==> config.mk <==
export PLATFORM = sky130hd
export DESIGN_NAME = spi_flash_responder
export DESIGN_NICKNAME = d
export VERILOG_FILES = /design/src/rtl/spi_flash_pkg.sv /design/src/rtl/spi_pin_sync.sv /design/src/rtl/spi_flash_responder.sv
export SDC_FILE = /design/constraint.sdc
export NUM_CORES = 1
export LEC_CHECK = 0
export CAP_MARGIN = 20
export CORE_MARGIN = 3
export CORE_UTILIZATION = 40
export DETAILED_ROUTE_END_ITERATION = 10
export HOLD_SLACK_MARGIN = 0.05
export PLACE_DENSITY = 0.68
export SYNTH_ARGS = -nofsm -noshare
export SYNTH_HDL_FRONTEND = slang
export SYNTH_SLANG_ARGS = --single-unit
export TNS_END_PERCENT = 20
==> constraint.sdc <==
create_clock -name spi_clock_clk_i -period 4.4 [get_ports spi_clock_clk_i]
set_clock_uncertainty 0.1 [all_clocks]
set_input_delay 0.66 -clock spi_clock_clk_i [delete_from_list [all_inputs] [get_ports spi_clock_clk_i]]
set_output_delay 0.66 -clock spi_clock_clk_i [all_outputs]
set_load 0.005 [all_outputs]
==> src/rtl/spi_flash_pkg.sv <==
// Shared types and constants for the SPI flash responder.
package spi_flash_pkg;

    typedef enum logic [2:0] {
        ST_IDLE,
        ST_CMD,
        ST_ADDR,
        ST_DATA,
        ST_ID,
        ST_STAT,
        ST_IGNORE
    } state_e;

    localparam logic [7:0] CMD_READ = 8'h03;
    localparam logic [7:0] CMD_RDID = 8'h9F;
    localparam logic [7:0] CMD_RDSR = 8'h05;

    localparam int CMD_BITS  = 8;
    localparam int ADDR_BITS = 24;
    localparam int BCNT_W    = 5;

endpackage

==> src/rtl/spi_pin_sync.sv <==
// Oversampling synchronizer for the SPI pads plus SCK edge detection.
module spi_pin_sync #(
    parameter int SYNC_STAGES = 2
) (
    input  logic clk_i,
    input  logic rst_n_i,
    input  logic ck_i,
    input  logic cs_n_i,
    input  logic di_i,
    output logic sck_rise_o,
    output logic sck_fall_o,
    output logic cs_active_o,
    output logic di_s_o
);

    logic [SYNC_STAGES-1:0] ck_q, cs_n_q, di_q;
    logic                   ck_prev_q;

    // Shift pads through the synchronizer chain; idle values are ck=0, cs_n=1, di=0.
    always_ff @(posedge clk_i) begin
        if (!rst_n_i) begin
            ck_q      <= '0;
            cs_n_q    <= '1;
            di_q      <= '0;
            ck_prev_q <= 1'b0;
        end else begin
            ck_q      <= {ck_q[SYNC_STAGES-2:0], ck_i};
            cs_n_q    <= {cs_n_q[SYNC_STAGES-2:0], cs_n_i};
            di_q      <= {di_q[SYNC_STAGES-2:0], di_i};
            ck_prev_q <= ck_q[SYNC_STAGES-1];
        end
    end

    assign sck_rise_o  =  ck_q[SYNC_STAGES-1] & ~ck_prev_q;
    assign sck_fall_o  = ~ck_q[SYNC_STAGES-1] &  ck_prev_q;
    assign cs_active_o = ~cs_n_q[SYNC_STAGES-1];
    assign di_s_o      =  di_q[SYNC_STAGES-1];

endmodule

==> src/rtl/spi_flash_responder.sv <==
// SPI mode-0 flash target answering READ / RDID / RDSR from an on-chip byte memory.
module spi_flash_responder
    import spi_flash_pkg::*;
#(
    parameter int          ADDR_W      = 16,
    parameter logic [23:0] JEDEC_ID    = 24'hEF4016,
    parameter logic [7:0]  STATUS      = 8'h00,
    parameter int          SYNC_STAGES = 2
) (
    input  logic              spi_clock_clk_i,
    input  logic              spi_clock_resetn_i,
    input  logic              flash_ck_i,
    input  logic              flash_cs_n_i,
    input  logic              flash_di_i,
    output logic              flash_do_o,
    output logic              flash_do_oe_o,
    output logic              mem_rd_req_o,
    output logic [ADDR_W-1:0] mem_rd_addr_o,
    input  logic              mem_rd_valid_i,
    input  logic [7:0]        mem_rd_data_i,
    output logic              underrun_o
);

    logic sck_rise, sck_fall, cs_active, di_s;

    spi_pin_sync #(.SYNC_STAGES(SYNC_STAGES)) u_sync (
        .clk_i       (spi_clock_clk_i),
        .rst_n_i     (spi_clock_resetn_i),
        .ck_i        (flash_ck_i),
        .cs_n_i      (flash_cs_n_i),
        .di_i        (flash_di_i),
        .sck_rise_o  (sck_rise),
        .sck_fall_o  (sck_fall),
        .cs_active_o (cs_active),
        .di_s_o      (di_s)
    );

    state_e              state_q, state_d;
    logic [BCNT_W-1:0]   bcnt_q, bcnt_d;     // input bits seen in CMD/ADDR
    logic [2:0]          ocnt_q, ocnt_d;     // output bit position; 0 = next fall loads a byte
    logic [23:0]         in_q, in_d;
    logic [23:0]         addr_q, addr_d;
    logic [7:0]          sr_q, sr_d;
    logic [7:0]          buf_q, buf_d;
    logic                bvld_q, bvld_d;
    logic [1:0]          idx_q, idx_d;       // JEDEC byte index, saturates at 3
    logic                do_q, do_d, oe_q, oe_d, req_q, req_d, unr_q, unr_d;
    logic [ADDR_W-1:0]   rdaddr_q, rdaddr_d;

    logic [23:0] in_shift, addr_inc;
    logic [7:0]  nb;

    assign in_shift = {in_q[22:0], di_s};
    assign addr_inc = addr_q + 24'd1;

    // Next-state logic: command/address shift-in, byte sourcing and MISO shift-out.
    always_comb begin
        state_d  = state_q;
        bcnt_d   = bcnt_q;
        ocnt_d   = ocnt_q;
        in_d     = in_q;
        addr_d   = addr_q;
        sr_d     = sr_q;
        buf_d    = buf_q;
        bvld_d   = bvld_q;
        idx_d    = idx_q;
        do_d     = do_q;
        oe_d     = oe_q;
        req_d    = 1'b0;
        unr_d    = unr_q;
        rdaddr_d = rdaddr_q;
        nb       = 8'hFF;

        case (state_q)
            ST_IDLE: begin
                if (cs_active) begin
                    state_d = ST_CMD;
                    bcnt_d  = '0;
                    ocnt_d  = '0;
                end
            end
            ST_CMD: begin
                if (sck_rise) begin
                    in_d   = in_shift;
                    bcnt_d = bcnt_q + 1'b1;
                    if (bcnt_q == BCNT_W'(CMD_BITS - 1)) begin
                        bcnt_d = '0;
                        case (in_shift[7:0])
                            CMD_READ: state_d = ST_ADDR;
                            CMD_RDID: begin
                                state_d = ST_ID;
                                sr_d    = JEDEC_ID[23:16];
                                idx_d   = 2'd0;
                            end
                            CMD_RDSR: begin
                                state_d = ST_STAT;
                                sr_d    = STATUS;
                            end
                            default:  state_d = ST_IGNORE;
                        endcase
                    end
                end
            end
            ST_ADDR: begin
                if (sck_rise) begin
                    in_d   = in_shift;
                    bcnt_d = bcnt_q + 1'b1;
                    if (bcnt_q == BCNT_W'(ADDR_BITS - 1)) begin
                        bcnt_d   = '0;
                        addr_d   = in_shift;
                        req_d    = 1'b1;
                        rdaddr_d = in_shift[ADDR_W-1:0];
                        bvld_d   = 1'b0;
                        state_d  = ST_DATA;
                    end
                end
            end
            ST_DATA: begin
                // First bit of a byte is being sampled: the buffer is free, prefetch the next one.
                if (sck_rise && ocnt_q == 3'd1) begin
                    addr_d   = addr_inc;
                    req_d    = 1'b1;
                    rdaddr_d = addr_inc[ADDR_W-1:0];
                end
                if (sck_fall && ocnt_q == 3'd0) begin
                    if (bvld_q) begin
                        nb     = buf_q;
                        bvld_d = 1'b0;
                    end else begin
                        nb    = 8'hFF;
                        unr_d = 1'b1;
                    end
                end
                if (mem_rd_valid_i) begin
                    buf_d  = mem_rd_data_i;
                    bvld_d = 1'b1;
                end
            end
            ST_ID: begin
                if (sck_fall && ocnt_q == 3'd0) begin
                    case (idx_q)
                        2'd0:    nb = JEDEC_ID[23:16];
                        2'd1:    nb = JEDEC_ID[15:8];
                        2'd2:    nb = JEDEC_ID[7:0];
                        default: nb = 8'h00;
                    endcase
                    if (idx_q != 2'd3) idx_d = idx_q + 2'd1;
                end
            end
            ST_STAT: begin
                if (sck_fall && ocnt_q == 3'd0) nb = STATUS;
            end
            default: ;
        endcase

        // MISO changes on the falling edge; a new byte starts whenever ocnt wraps to 0.
        if (sck_fall && (state_q == ST_DATA || state_q == ST_ID || state_q == ST_STAT)) begin
            oe_d   = 1'b1;
            ocnt_d = ocnt_q + 3'd1;
            if (ocnt_q == 3'd0) begin
                do_d = nb[7];
                sr_d = {nb[6:0], 1'b0};
            end else begin
                do_d = sr_q[7];
                sr_d = {sr_q[6:0], 1'b0};
            end
        end

        // Deselect aborts everything; a late read return lands in IDLE and is dropped.
        if (state_q != ST_IDLE && !cs_active) begin
            state_d = ST_IDLE;
            oe_d    = 1'b0;
            do_d    = 1'b1;
            req_d   = 1'b0;
            bvld_d  = 1'b0;
        end
    end

    // State registers with synchronous active-low reset.
    always_ff @(posedge spi_clock_clk_i) begin
        if (!spi_clock_resetn_i) begin
            state_q  <= ST_IDLE;
            bcnt_q   <= '0;
            ocnt_q   <= '0;
            in_q     <= '0;
            addr_q   <= '0;
            sr_q     <= '0;
            buf_q    <= '0;
            bvld_q   <= 1'b0;
            idx_q    <= '0;
            do_q     <= 1'b1;
            oe_q     <= 1'b0;
            req_q    <= 1'b0;
            unr_q    <= 1'b0;
            rdaddr_q <= '0;
        end else begin
            state_q  <= state_d;
            bcnt_q   <= bcnt_d;
            ocnt_q   <= ocnt_d;
            in_q     <= in_d;
            addr_q   <= addr_d;
            sr_q     <= sr_d;
            buf_q    <= buf_d;
            bvld_q   <= bvld_d;
            idx_q    <= idx_d;
            do_q     <= do_d;
            oe_q     <= oe_d;
            req_q    <= req_d;
            unr_q    <= unr_d;
            rdaddr_q <= rdaddr_d;
        end
    end

    assign flash_do_o    = do_q;
    assign flash_do_oe_o = oe_q;
    assign mem_rd_req_o  = req_q;
    assign mem_rd_addr_o = rdaddr_q;
    assign underrun_o    = unr_q;

endmodule

==> impl_metrics.py <==
metrics = {
    "finish": {
        "area_growth_pct": 16.0,
        "final_util_pct": 49.0,
        "fillCellCount": 828,
        "regArea_mm2": 0.00144,
        "drive_above_1_share_pct": 6.71,
        "diodes": 0,
        "multi_input_area_mm2": 0.00201,
        "finalInstanceArea_mm2": 0.00415,
        "finalNetCount": 480,
    },
    "pwr": {
        "switching_share_pct": 22.9,
        "leakage_nw": 1.54,
        "irDropWorstVdd_mv": 0.205,
        "power.density_mw_per_mm2": 293,
        "seq_power_share_pct": 54.4,
        "p_total_mw": 1.22,
        "p_comb_share_pct": 4.3,
        "p_clk_share_pct": 41.3,
        "internal-power_mw": 0.939,
        "p_switching_mw": 0.278,
    },
    "global_routing": {
        "grt_pass1_wl_mm": 14.6,
        "use_met2_pct": 28.5,
        "grt_pass1_vias": 2986,
        "met3_usage_pct": 3.81,
        "use_met1_pct": 24.5,
        "grt_max_degree": 33,
        "busiest_layer": "met2",
        "grt_use_total_pct": 18.0,
        "antenna_found_initial": 0,
        "gr-total-overflow": 0,
    },
    "detailed_routing": {
        "avgViaCountPerCell": 5.60,
        "drc": 0,
        "wl_per_cell_um": 15.4,
        "drtIter0Drc": 169,
        "drt_pre_antenna_iters": 5,
        "vias": 3177,
        "postRouteAntennaNets": 0,
        "routed_wl_mm": 8.72,
    },
    "setup_path": {
        "endpoint_kind": "flip-flop",
        "crit_family": "simple AND/OR/NAND/NOR gates",
        "critPathMaxFanout": 25,
        "cp_num_buf_inv": 0,
        "slowest_delay_ns": 0.82,
        "cp-start-kind": "flip-flop",
        "worstPathRequired_ns": 4.53,
        "critPathSlowestCell": "and3b_1",
        "arrival_ns": 2.81,
        "crit_chain": "and3b_1, o21ai_1, and3_4, a211o_1",
        "crit_type": "reg2reg",
    },
    "cts": {
        "clockBufferDepth": 2,
        "path_clk_slew_ns": 0.07,
        "clockRootBuffer": "clkbuf_8",
        "numCtsBuffers": 9,
        "clk_latency_ns": 0.34,
        "htree_levels": 3,
        "cts.sinks": 72,
        "hold_buffers": 0,
        "cts_setup_buffers": 0,
        "ctsResizeCount": 0,
        "cts_tree": "done",
    },
    "job": {
        "maxCapViolCount": 0,
    },
    "placement": {
        "dp_hpwl_mm": 6.14,
        "place_congestion": 0.849,
        "io_buffers": 33,
        "pre_cts_ws_ns": 1.75,
        "dpl-instance-area_mm2": 0.00396,
    },
    "timing": {
        "rsz0062_at_grt": "no",
        "slew_viol_final": 0,
        "tightest_slew_ns": 1.05,
        "finalHoldViolations": 0,
        "max_freq_mhz": 373,
        "slew_headroom_pct": 29.8,
        "setup_tns_ns": 0,
        "setup_viol_count_final": 0,
        "worst_slack_ns": 1.72,
        "min_period_over_period_pct": 61.0,
        "finalCriticalPeriod_ns": 2.68,
    },
    "logic_synthesis": {
        "yosysTopAreaCell": "dfxtp_1",
        "avgSynthCellArea_um2": 8.24,
        "synth-xor-area-share_pct": 0.735,
        "syn_nets": 457,
        "async_reset_ff_share_pct": 0,
        "ys_seq_area_share_pct": 40.3,
        "synth_edf_count": 0,
        "synth_top_area_share_pct": 40.3,
        "ys_ff_latch": 72,
        "synth_fa_ha_area_share_pct": 3.15,
        "synth-compound-area-share_pct": 20.9,
        "synth_top_family_by_area": "simple AND/OR/NAND/NOR gates",
        "ys_types": 57,
        "synthTopCellsByArea": "dfxtp_1, a21oi_1, nand2_1, nor2_1, mux2i_1",
        "syn_area_mm2": 0.00357,
        "yosys_warnings": 0,
        "synthCells": 434,
        "ys.flop_type": "dfxtp_1",
        "yosys.area_share.simple_pct": 27.0,
        "post_synth_mux_area_share_pct": 4.48,
    },
    "floorplanning": {
        "start_util_pct": 42.2,
        "chipHeight_um": 101,
        "dieArea_mm2": 0.0101,
        "die-width_um": 101,
        "core_mm2": 0.00846,
        "row_count": 33,
        "ios": 34,
    },
    "hold_path": {
        "min_path_type": "reg2reg",
    },
    "outcome": {
        "outcome": "finished clean",
    },
}
==> path summary, 6_finish.rpt <==
path                               start                          end  slack [ns]  cells after the start
max              state_q[0]$_SDFFE_PP0P_         sr_q[2]$_SDFFE_PN0P_        1.72                      4
min reg2reg  u_sync.cs_n_q[0]$_SDFF_PN1_  u_sync.cs_n_q[1]$_SDFF_PN1_        0.31                      1
max reg2reg      state_q[0]$_SDFFE_PP0P_         sr_q[2]$_SDFFE_PN0P_        1.72                      4
min          u_sync.cs_n_q[0]$_SDFF_PN1_  u_sync.cs_n_q[1]$_SDFF_PN1_        0.31                      1
==> registers in the layout (all words and copies together), names as in the netlist, 2 cells and up <==
register and cells:
u_sync.ck_q 2, buf_q 8, u_sync.cs_n_q 2, idx_q 2, sr_q 8, state_q 3
u_sync.di_q 2, in_q 15, addr_q 16, ocnt_q 3, bcnt_q 5
==> worst reg2reg max path, stage by stage, from the launching register on <==
cell and delay, ns:
dfxtp_1 0.73, and3b_1 0.83, o21ai_1 0.33, and3_4 0.29
a211o_1 0.29
==> cells in the final DEF (no fill, tap or decap), types with 4 or more instances in the layout <==
cell / instances
a211o_1: 4
a21oi_1: 45
a311oi_1: 4
a31oi_1: 5
and2_1: 9
and3_1: 6
clkbuf_8: 9
clkdlybuf4s50_1: 33
dfxtp_1: 72
ha_1: 9
inv_1: 8
mux2i_1: 16
nand2_1: 55
nand2b_1: 8
nand3_1: 13
nand4_1: 4
nor2_1: 48
nor2b_1: 6
nor3_1: 9
o211ai_1: 5
o21a_1: 8
o21ai_0: 20
o32ai_1: 4
==> cell families (layout without fill, tap and decap cells) <==
kind of cell | count (synthesis) | in the layout
buf+inv | 31 | 59
mux | 16 | 16
xor+xnor | 3 | 3
fa+ha+maj | 9 | 9
flops | 72 | 72
simple gates | 186 | 186
compound gates | 117 | 117
==> through the flow <==
stage               cells  hold slack [ns]
floorplan             434            0.286
global placement      551            0.291
detailed placement    551            0.295
CTS                   567            0.313
global route          567            0.331
finish                567            0.311
==> final cells by class <==
cell class | instances | area share (%)
Sequential cell | 72 | 34.8
Inverter | 8 | 0.724
Clock inverter | 6 | 1.45
Clock buffer | 10 | 3.08
Tap cell | 105 | 3.17
Multi-Input combinational cell | 331 | 48.5
Timing Repair Buffer | 35 | 8.33
==> synthesized netlist by cell type, drive strengths merged, types with 5 or more instances <==
| master | count |
|---|---|
| o21a | 8 |
| clkbuf | 17 |
| nor2 | 48 |
| nand2 | 55 |
| ha | 9 |
| nor3 | 9 |
| a31oi | 5 |
| nand2b | 8 |
| nor2b | 6 |
| o211ai | 5 |
| mux2i | 16 |
| buf | 6 |
| a21oi | 45 |
| and2 | 9 |
| o21ai | 23 |
| dfxtp | 72 |
| nand3 | 13 |
| inv | 8 |
| nor4 | 5 |
| and3 | 8 |
==> power by group through the flow <==
stage          clock (mW)  sequential [mW]  combinational [mW]
2_1_floorplan           0            0.672              0.0356
3_3_place_gp            0            0.676              0.0521
3_5_place_dp            0            0.676              0.0528
4_1_cts             0.516            0.661              0.0530
5_1_grt             0.551            0.662              0.0583
6_report            0.502            0.661              0.0528
==> routing by layer <==
layer	part of all wire (%)	wire, um	vias up
met5	0	0	-
met3	4.5	396	9
met2	47	4080	69
li1	-	-	1609
met1	48	4150	1490
met4	1.2	104	0
Power figures use the tool's default switching activity.
